$ cat src/rtl/uart_rx_frame_parser_if.sv
// Byte-wide AXI-Stream link used on both sides of uart_rx_frame_parser.
// A beat transfers on a rising edge where tvalid && tready; the sender holds tdata/tlast stable until then.
interface uart_rx_frame_parser_if;
  logic       tvalid;
  logic       tready;
  logic [7:0] tdata;
  logic       tlast;

  modport master (output tvalid, output tdata, output tlast, input tready);
  modport slave  (input tvalid, input tdata, output tready);
endinterface

$ cat src/rtl/uart_rx_frame_parser.sv
// Parses SOF/LEN/payload/CHK frames from a UART byte stream and releases only checksum-verified payloads.
// Optional inter-byte timeout is built when UART_FRAME_TIMEOUT_EN is defined.
module uart_rx_frame_parser #(
  parameter logic [7:0] SOF_BYTE     = 8'hA5,
  parameter int         MAX_LEN      = 32,
  parameter int         TIMEOUT_CLKS = 16*10*4
) (
  input  logic                   i_clk,
  input  logic                   i_arst_n,
  uart_rx_frame_parser_if.slave  s_axis,
  uart_rx_frame_parser_if.master m_axis,
  output logic                   o_err_len,
  output logic                   o_err_chk,
  output logic                   o_err_timeout,
  output logic [15:0]            o_frame_cnt,
  output logic [2:0]             dbg_state
);
  localparam int         AW        = (MAX_LEN > 1) ? $clog2(MAX_LEN) : 1;
  localparam int         DEPTH     = 1 << AW;
  localparam logic [7:0] MAX_LEN_B = 8'(MAX_LEN);

  typedef enum logic [2:0] {IDLE, LEN, PAYLOAD, CHK, EMIT} state_t;

  state_t        state_q, state_n;
  logic [7:0]    mem [DEPTH];
  logic [AW-1:0] last_q, last_n, idx_q, idx_n, idx_inc;
  logic [7:0]    sum_q, sum_n;
  logic [7:0]    data_q, data_n;
  logic          ready_q, ready_n, valid_q, valid_n, tlast_q, tlast_n;
  logic          err_len_q, err_len_n, err_chk_q, err_chk_n;
  logic [15:0]   cnt_q, cnt_n;
  logic          acc, wr_en, len_ok;

  assign acc     = s_axis.tvalid && ready_q;
  assign idx_inc = idx_q + 1'b1;
  assign len_ok  = (s_axis.tdata != 8'd0) && (s_axis.tdata <= MAX_LEN_B);

`ifdef UART_FRAME_TIMEOUT_EN
  localparam int TW = $clog2(TIMEOUT_CLKS + 1);
  logic [TW-1:0] to_q, to_n;
  logic          err_to_q, err_to_n;
`endif

  always_comb begin
    state_n   = state_q;
    last_n    = last_q;
    idx_n     = idx_q;
    sum_n     = sum_q;
    data_n    = data_q;
    valid_n   = valid_q;
    tlast_n   = tlast_q;
    err_len_n = 1'b0;
    err_chk_n = 1'b0;
    cnt_n     = cnt_q;
    wr_en     = 1'b0;
    unique case (state_q)
      IDLE: if (acc && s_axis.tdata == SOF_BYTE) state_n = LEN;
      LEN: if (acc) begin
        if (len_ok) begin
          // Store len-1 so the index compare stays within the buffer address width.
          last_n  = AW'(s_axis.tdata - 8'd1);
          sum_n   = 8'd0;
          idx_n   = '0;
          state_n = PAYLOAD;
        end else begin
          err_len_n = 1'b1;
          state_n   = IDLE;
        end
      end
      PAYLOAD: if (acc) begin
        // Checksum is the mod-256 sum of the payload bytes only.
        wr_en = 1'b1;
        sum_n = sum_q + s_axis.tdata;
        idx_n = idx_inc;
        if (idx_q == last_q) state_n = CHK;
      end
      CHK: if (acc) begin
        if (s_axis.tdata == sum_q) begin
          state_n = EMIT;
          idx_n   = '0;
          valid_n = 1'b1;
          data_n  = mem[AW'(0)];
          tlast_n = (last_q == '0);
        end else begin
          err_chk_n = 1'b1;
          state_n   = IDLE;
        end
      end
      EMIT: if (m_axis.tready) begin
        if (tlast_q) begin
          valid_n = 1'b0;
          tlast_n = 1'b0;
          cnt_n   = cnt_q + 16'd1;
          state_n = IDLE;
        end else begin
          idx_n   = idx_inc;
          data_n  = mem[idx_inc];
          tlast_n = (idx_inc == last_q);
        end
      end
      default: state_n = IDLE;
    endcase
`ifdef UART_FRAME_TIMEOUT_EN
    to_n     = '0;
    err_to_n = 1'b0;
    // An accepted byte always wins over an expiring timer in the same cycle.
    if ((state_q == LEN || state_q == PAYLOAD || state_q == CHK) && !acc) begin
      if (to_q == TW'(TIMEOUT_CLKS - 1)) begin
        err_to_n = 1'b1;
        state_n  = IDLE;
      end else begin
        to_n = to_q + 1'b1;
      end
    end
`endif
    ready_n = (state_n != EMIT);
  end

  always_ff @(posedge i_clk or negedge i_arst_n) begin
    if (!i_arst_n) begin
      state_q   <= IDLE;
      last_q    <= '0;
      idx_q     <= '0;
      sum_q     <= 8'd0;
      data_q    <= 8'd0;
      valid_q   <= 1'b0;
      tlast_q   <= 1'b0;
      ready_q   <= 1'b0;
      err_len_q <= 1'b0;
      err_chk_q <= 1'b0;
      cnt_q     <= 16'd0;
    end else begin
      state_q   <= state_n;
      last_q    <= last_n;
      idx_q     <= idx_n;
      sum_q     <= sum_n;
      data_q    <= data_n;
      valid_q   <= valid_n;
      tlast_q   <= tlast_n;
      ready_q   <= ready_n;
      err_len_q <= err_len_n;
      err_chk_q <= err_chk_n;
      cnt_q     <= cnt_n;
    end
  end

  always_ff @(posedge i_clk) begin
    if (wr_en) mem[idx_q] <= s_axis.tdata;
  end

`ifdef UART_FRAME_TIMEOUT_EN
  always_ff @(posedge i_clk or negedge i_arst_n) begin
    if (!i_arst_n) begin
      to_q     <= '0;
      err_to_q <= 1'b0;
    end else begin
      to_q     <= to_n;
      err_to_q <= err_to_n;
    end
  end
  assign o_err_timeout = err_to_q;
`else
  logic unused_timeout;
  assign unused_timeout = ^TIMEOUT_CLKS;
  assign o_err_timeout  = 1'b0;
`endif

  assign s_axis.tready = ready_q;
  assign m_axis.tvalid = valid_q;
  assign m_axis.tdata  = data_q;
  assign m_axis.tlast  = tlast_q;
  assign o_err_len     = err_len_q;
  assign o_err_chk     = err_chk_q;
  assign o_frame_cnt   = cnt_q;
  assign dbg_state     = state_q;
endmodule

$ cat src/flat_wrapper.sv
// flat-port wrapper written by rule: the top's interface ports become plain ports
module uart_rx_frame_parser_flat 
#(
  parameter logic [7:0] SOF_BYTE     = 8'hA5,
  parameter int         MAX_LEN      = 32,
  parameter int         TIMEOUT_CLKS = 16*10*4
)
  (i_clk, i_arst_n, o_err_len, o_err_chk, o_err_timeout, o_frame_cnt, dbg_state, s_axis_tvalid, s_axis_tdata, s_axis_tready, m_axis_tvalid, m_axis_tdata, m_axis_tlast, m_axis_tready);
  uart_rx_frame_parser_if s_axis_i ();
  uart_rx_frame_parser_if m_axis_i ();
  input  logic i_clk;
  input  logic i_arst_n;
  output logic o_err_len;
  output logic o_err_chk;
  output logic o_err_timeout;
  output logic [15:0] o_frame_cnt;
  output logic [2:0] dbg_state;
  input wire logic [$bits(s_axis_i.tvalid)-1:0] s_axis_tvalid;
  input wire logic [$bits(s_axis_i.tdata)-1:0] s_axis_tdata;
  output wire logic [$bits(s_axis_i.tready)-1:0] s_axis_tready;
  output wire logic [$bits(m_axis_i.tvalid)-1:0] m_axis_tvalid;
  output wire logic [$bits(m_axis_i.tdata)-1:0] m_axis_tdata;
  output wire logic [$bits(m_axis_i.tlast)-1:0] m_axis_tlast;
  input wire logic [$bits(m_axis_i.tready)-1:0] m_axis_tready;
  assign s_axis_i.tvalid = s_axis_tvalid;
  assign s_axis_i.tdata = s_axis_tdata;
  assign s_axis_tready = s_axis_i.tready;
  assign m_axis_tvalid = m_axis_i.tvalid;
  assign m_axis_tdata = m_axis_i.tdata;
  assign m_axis_tlast = m_axis_i.tlast;
  assign m_axis_i.tready = m_axis_tready;
  uart_rx_frame_parser #(.SOF_BYTE(SOF_BYTE), .MAX_LEN(MAX_LEN), .TIMEOUT_CLKS(TIMEOUT_CLKS)) u_core (.i_clk(i_clk), .i_arst_n(i_arst_n), .s_axis(s_axis_i), .m_axis(m_axis_i), .o_err_len(o_err_len), .o_err_chk(o_err_chk), .o_err_timeout(o_err_timeout), .o_frame_cnt(o_frame_cnt), .dbg_state(dbg_state));
endmodule
$ cat config.mk
export PLATFORM = sky130hd
export DESIGN_NAME = uart_rx_frame_parser_flat
export DESIGN_NICKNAME = d
export VERILOG_FILES = /design/src/rtl/uart_rx_frame_parser_if.sv /design/src/rtl/uart_rx_frame_parser.sv /design/src/flat_wrapper.sv
export SDC_FILE = /design/constraint.sdc
export NUM_CORES = 1
export LEC_CHECK = 0
export BUFFER_PORTS_ARGS = -buffer_cell sky130_fd_sc_hd__buf_2
export CAP_MARGIN = 15
export CORE_MARGIN = 1.5
export CORE_UTILIZATION = 66
export DETAILED_ROUTE_END_ITERATION = 16
export PLACE_DENSITY = 0.95
export SLEW_MARGIN = 20
export SYNTH_ARGS = -nofsm -noshare
export SYNTH_HDL_FRONTEND = slang
export SYNTH_SLANG_ARGS = --single-unit
$ cat constraint.sdc
create_clock -name i_clk -period 4.2 [get_ports i_clk]
set_clock_uncertainty 0.1 [all_clocks]
set_input_delay 0.21 -clock i_clk [delete_from_list [all_inputs] [get_ports i_clk]]
set_output_delay 0.21 -clock i_clk [all_outputs]
set_load 0.05 [all_outputs]
==> summary.json <==
{
  "comb_power_share_pct": 5.9,
  "number_of_iterations_in_the_first_detailed_routing_pass": 9,
  "p_seq_share_pct": 53.1,
  "hpwl_after_detailed_placement_um": 17900,
  "cp_slowest_cell": "nor2_1",
  "timing.hold.ws_ns": 0.126,
  "netlist.top_cell.by_area": "edfxtp_1",
  "critPathLaunch": "u_core.dbg_state[1]",
  "maxCapViolations": 0,
  "num_io_pins": 45,
  "post_synth_main_area_contributors": "edfxtp_1 (60%), mux4_2 (11%), dfrtp_1 (9.7%)",
  "critical_path_class": "reg2reg",
  "dieWidth_um": 143,
  "outcome": "completed",
  "clock_power_share_pct": 41.1,
  "cts.path.max_buffers": 3,
  "clock-sinks": 306,
  "area_growth_pct": 10.9,
  "synthesis.area_um2": 12900,
  "yosys_warnings": 0,
  "routedWlPerCell_um": 26.9,
  "reg2regPathDepth": 4,
  "finalCritPeriodShare_pct": 79.8,
  "rsz0062_at_grt": "no",
  "finalSetupTns_ns": 0,
  "vdd_ir_drop_max_v": 0.000578,
  "clock_tree.htree_level_count": 1,
  "die-area_um2": 20400,
  "synthFlopType": "edfxtp_1",
  "worst_pin_slew_ns": 1.01,
  "max_clock_freq_ghz": 0.298,
  "timing.final.crit_period_ns": 3.35,
  "crit_path_max_incr_delay_ns": 0.85,
  "timing.critical_path.depth": 4,
  "grt_pass1_vias": 7306,
  "clkSlewWorstSetupHoldPaths_ns": 0.06,
  "root_buffer": "clkbuf_16",
  "routed_wirelength_um": 29300,
  "max_slew_margin_pct": 31.9,
  "crit_family": "simple AND/OR/NAND/NOR gates",
  "leading_cell_type_in_the_layout_fill_and_taps_excluded": "edfxtp_1",
  "critical_path.reg2reg.endpoint": "u_core.mem[0][5]",
  "critical_path.cell_chain": "or3b_2 -> nor2_2 -> nand2_1 -> nor2_1",
  "synthArstFlopShare_pct": 16.3,
  "route.detailed.drc": 0,
  "port_buffers": 43,
  "cts-buffers-inserted": 30,
  "viasPerCell": 6.89,
  "crit_required_ns": 4.27,
  "dr_total_vias": 7493,
  "globalRouteOverflowTotal": 0,
  "timing.reg2reg.setup_slack_ns": 0.85,
  "yosys.cell_types.count": 59,
  "cells_after_synth": 751,
  "crit_end": "u_core.mem[0][5]",
  "clock_insertion_delay_worst_skew_ns": 0.55,
  "core_area_um2": 18900,
  "avgSynthCellArea_um2": 17.1,
  "post_cts_hold_buffer_count": 2,
  "crit_path_start_kind": "flip-flop",
  "worst-path-max-fanout": 11,
  "setup-violations-final": 0,
  "design_power_total_mw": 6.31,
  "nets": 832,
  "final_design_utilization_pct": 75.6,
  "first_pass_grt_wire_length_um": 44700,
  "synth.yosys.seq_area_share_pct": 69.4,
  "leakage_nw": 4.87,
  "final_layout_size_suffix_gt1_share_pct": 22.0,
  "postLayoutSetupSlackWorst_ns": 0.849,
  "cts_tree": "built",
  "global_route.usage.total_pct": 30.3,
  "die_height_um": 143,
  "critPathBufInv": 0,
  "grt_start_max_net_pins": 51,
  "synth_top_cell_area_share_pct": 59.7,
  "netSwitchingFraction_pct": 21.7,
  "synth-edff-count": 256,
  "crit_path_end_kind": "flip-flop",
  "critical_path_arrival_ns": 3.42,
  "post_cts_resize_count": 0,
  "syn_nets": 779,
  "first_iter_violations": 1122,
  "power.switching_mw": 1.37,
  "antenna_violations_before_repair": 0,
  "row_count": 50,
  "final_hold_violations": 0,
  "post_cts.repair.setup_buffers": 0,
  "finalMaxSlewViolations": 0,
  "antenna_cells_inserted": 0,
  "floorplan.initialDensity_pct": 68.1,
  "gp_congestion": 0.936,
  "hold_path_class": "in2async",
  "dpl_worst_slack_ns": 0.901,
  "power.internal_mw": 4.95,
  "pwr_density_cell_nw_per_um2": 442,
  "synth.ff_latch_count": 306,
  "top_library_cells_by_usage_in_the_layout_fill_and_taps_aside": "edfxtp_1 (256), mux4_2 (64), nand2_1 (54), nor2_1 (50), dfrtp_1 (49)",
  "ant_nets": 0,
  "r2r-start": "u_core.dbg_state[1]"
}
[area by class of cell]
type / instances / area [µm²]
multi-input combinational: 405 / 3720
clock buffer: 43 / 855
fill: 1036 / 4610
timing repair buffer: 53 / 310
tap: 260 / 325
sequential: 306 / 8940
inverter: 8 / 30.0
clock inverter: 13 / 97.6
[sequential cells by signal, summed over array words and instances (netlist names)]
register	count
u_core.m_axis.tlast	1
u_core.last_q	5
u_core.m_axis.tdata	8
u_core.o_err_len	1
u_core.mem	256
u_core.dbg_state	3
u_core.s_axis.tready	1
u_core.idx_q	5
u_core.o_err_chk	1
u_core.sum_q	8
u_core.o_frame_cnt	16
u_core.m_axis.tvalid	1
[stage by stage]
stage,instance area (µm²),instances
floorplan,12900,751
global placement,13300,1030
detailed placement,13300,1030
CTS,14300,1088
global route,14300,1088
finish,14300,1088
[synth_stat cells (3+ instances only)]
cell type	n
edfxtp_1	256
mux4_2	64
nand2_1	54
dfrtp_1	50
nor2_1	50
mux2i_1	26
o21ai_0	23
xnor2_1	21
nand3_1	20
buf_4	16
ha_1	15
xor2_1	15
nor3_1	11
a31oi_1	9
buf_2	9
nor2b_1	9
a222oi_1	8
inv_1	8
a21oi_1	7
clkbuf_1	6
mux2_2	6
a22o_1	5
and3_1	4
nand2b_1	4
a21o_1	3
and2_1	3
nand3b_1	3
nand4_1	3
nor3b_1	3
nor4_1	3
o21ai_1	3
or2_2	3
[cells by family (layout without fill, tap and decap cells)]
kind of cell               Yosys count  in the layout  share of synthesized area (%)
muxes                               96             96                           13.7
and+or+nand+nor                    186            186                           7.23
buffers and inverters               40            117                           1.78
adders and majority gates           16             16                           1.61
DFF                                306            306                           69.4
AOI/OAI and AO/OA                   69             69                           3.60
other                                1              1                         0.0291
xor gates and xnor gates            37             37                           2.58
[routing by layer]
metal  track usage, %  routed length [µm]  vias up
li1                 -                   -     3044
met1             42.6               10900     3791
met2             49.2               14300      564
met3             5.60                3140       94
met4             9.60                 990        0
met5                0                   0        -
[power groups by stage]
stage,sequential [mW],combinational (mW),clock (mW)
6_report,3.35,0.371,2.59
3_5_place_dp,3.41,0.362,0
5_1_grt,3.35,0.400,2.72
4_1_cts,3.35,0.369,2.60
2_1_floorplan,3.40,0.241,0
3_3_place_gp,3.41,0.351,0
[worst min path at each step]
stage                                      start                      to  slack, ns  cells after the start
after floorplan                         i_arst_n     u_core.dbg_state[0]      -0.19                      0
after detailed placement  u_core.o_frame_cnt[15]  u_core.o_frame_cnt[15]       0.37                      1
after CTS                          s_axis_tvalid        u_core.o_err_len        0.1                      4
after global placement                  i_arst_n   u_core.o_frame_cnt[4]       0.35                      1
after global routing               s_axis_tvalid        u_core.o_err_len       0.15                      4
final                                   i_arst_n   u_core.o_frame_cnt[4]       0.13                      2
Note: power is estimated with default switching activity, not from simulation.
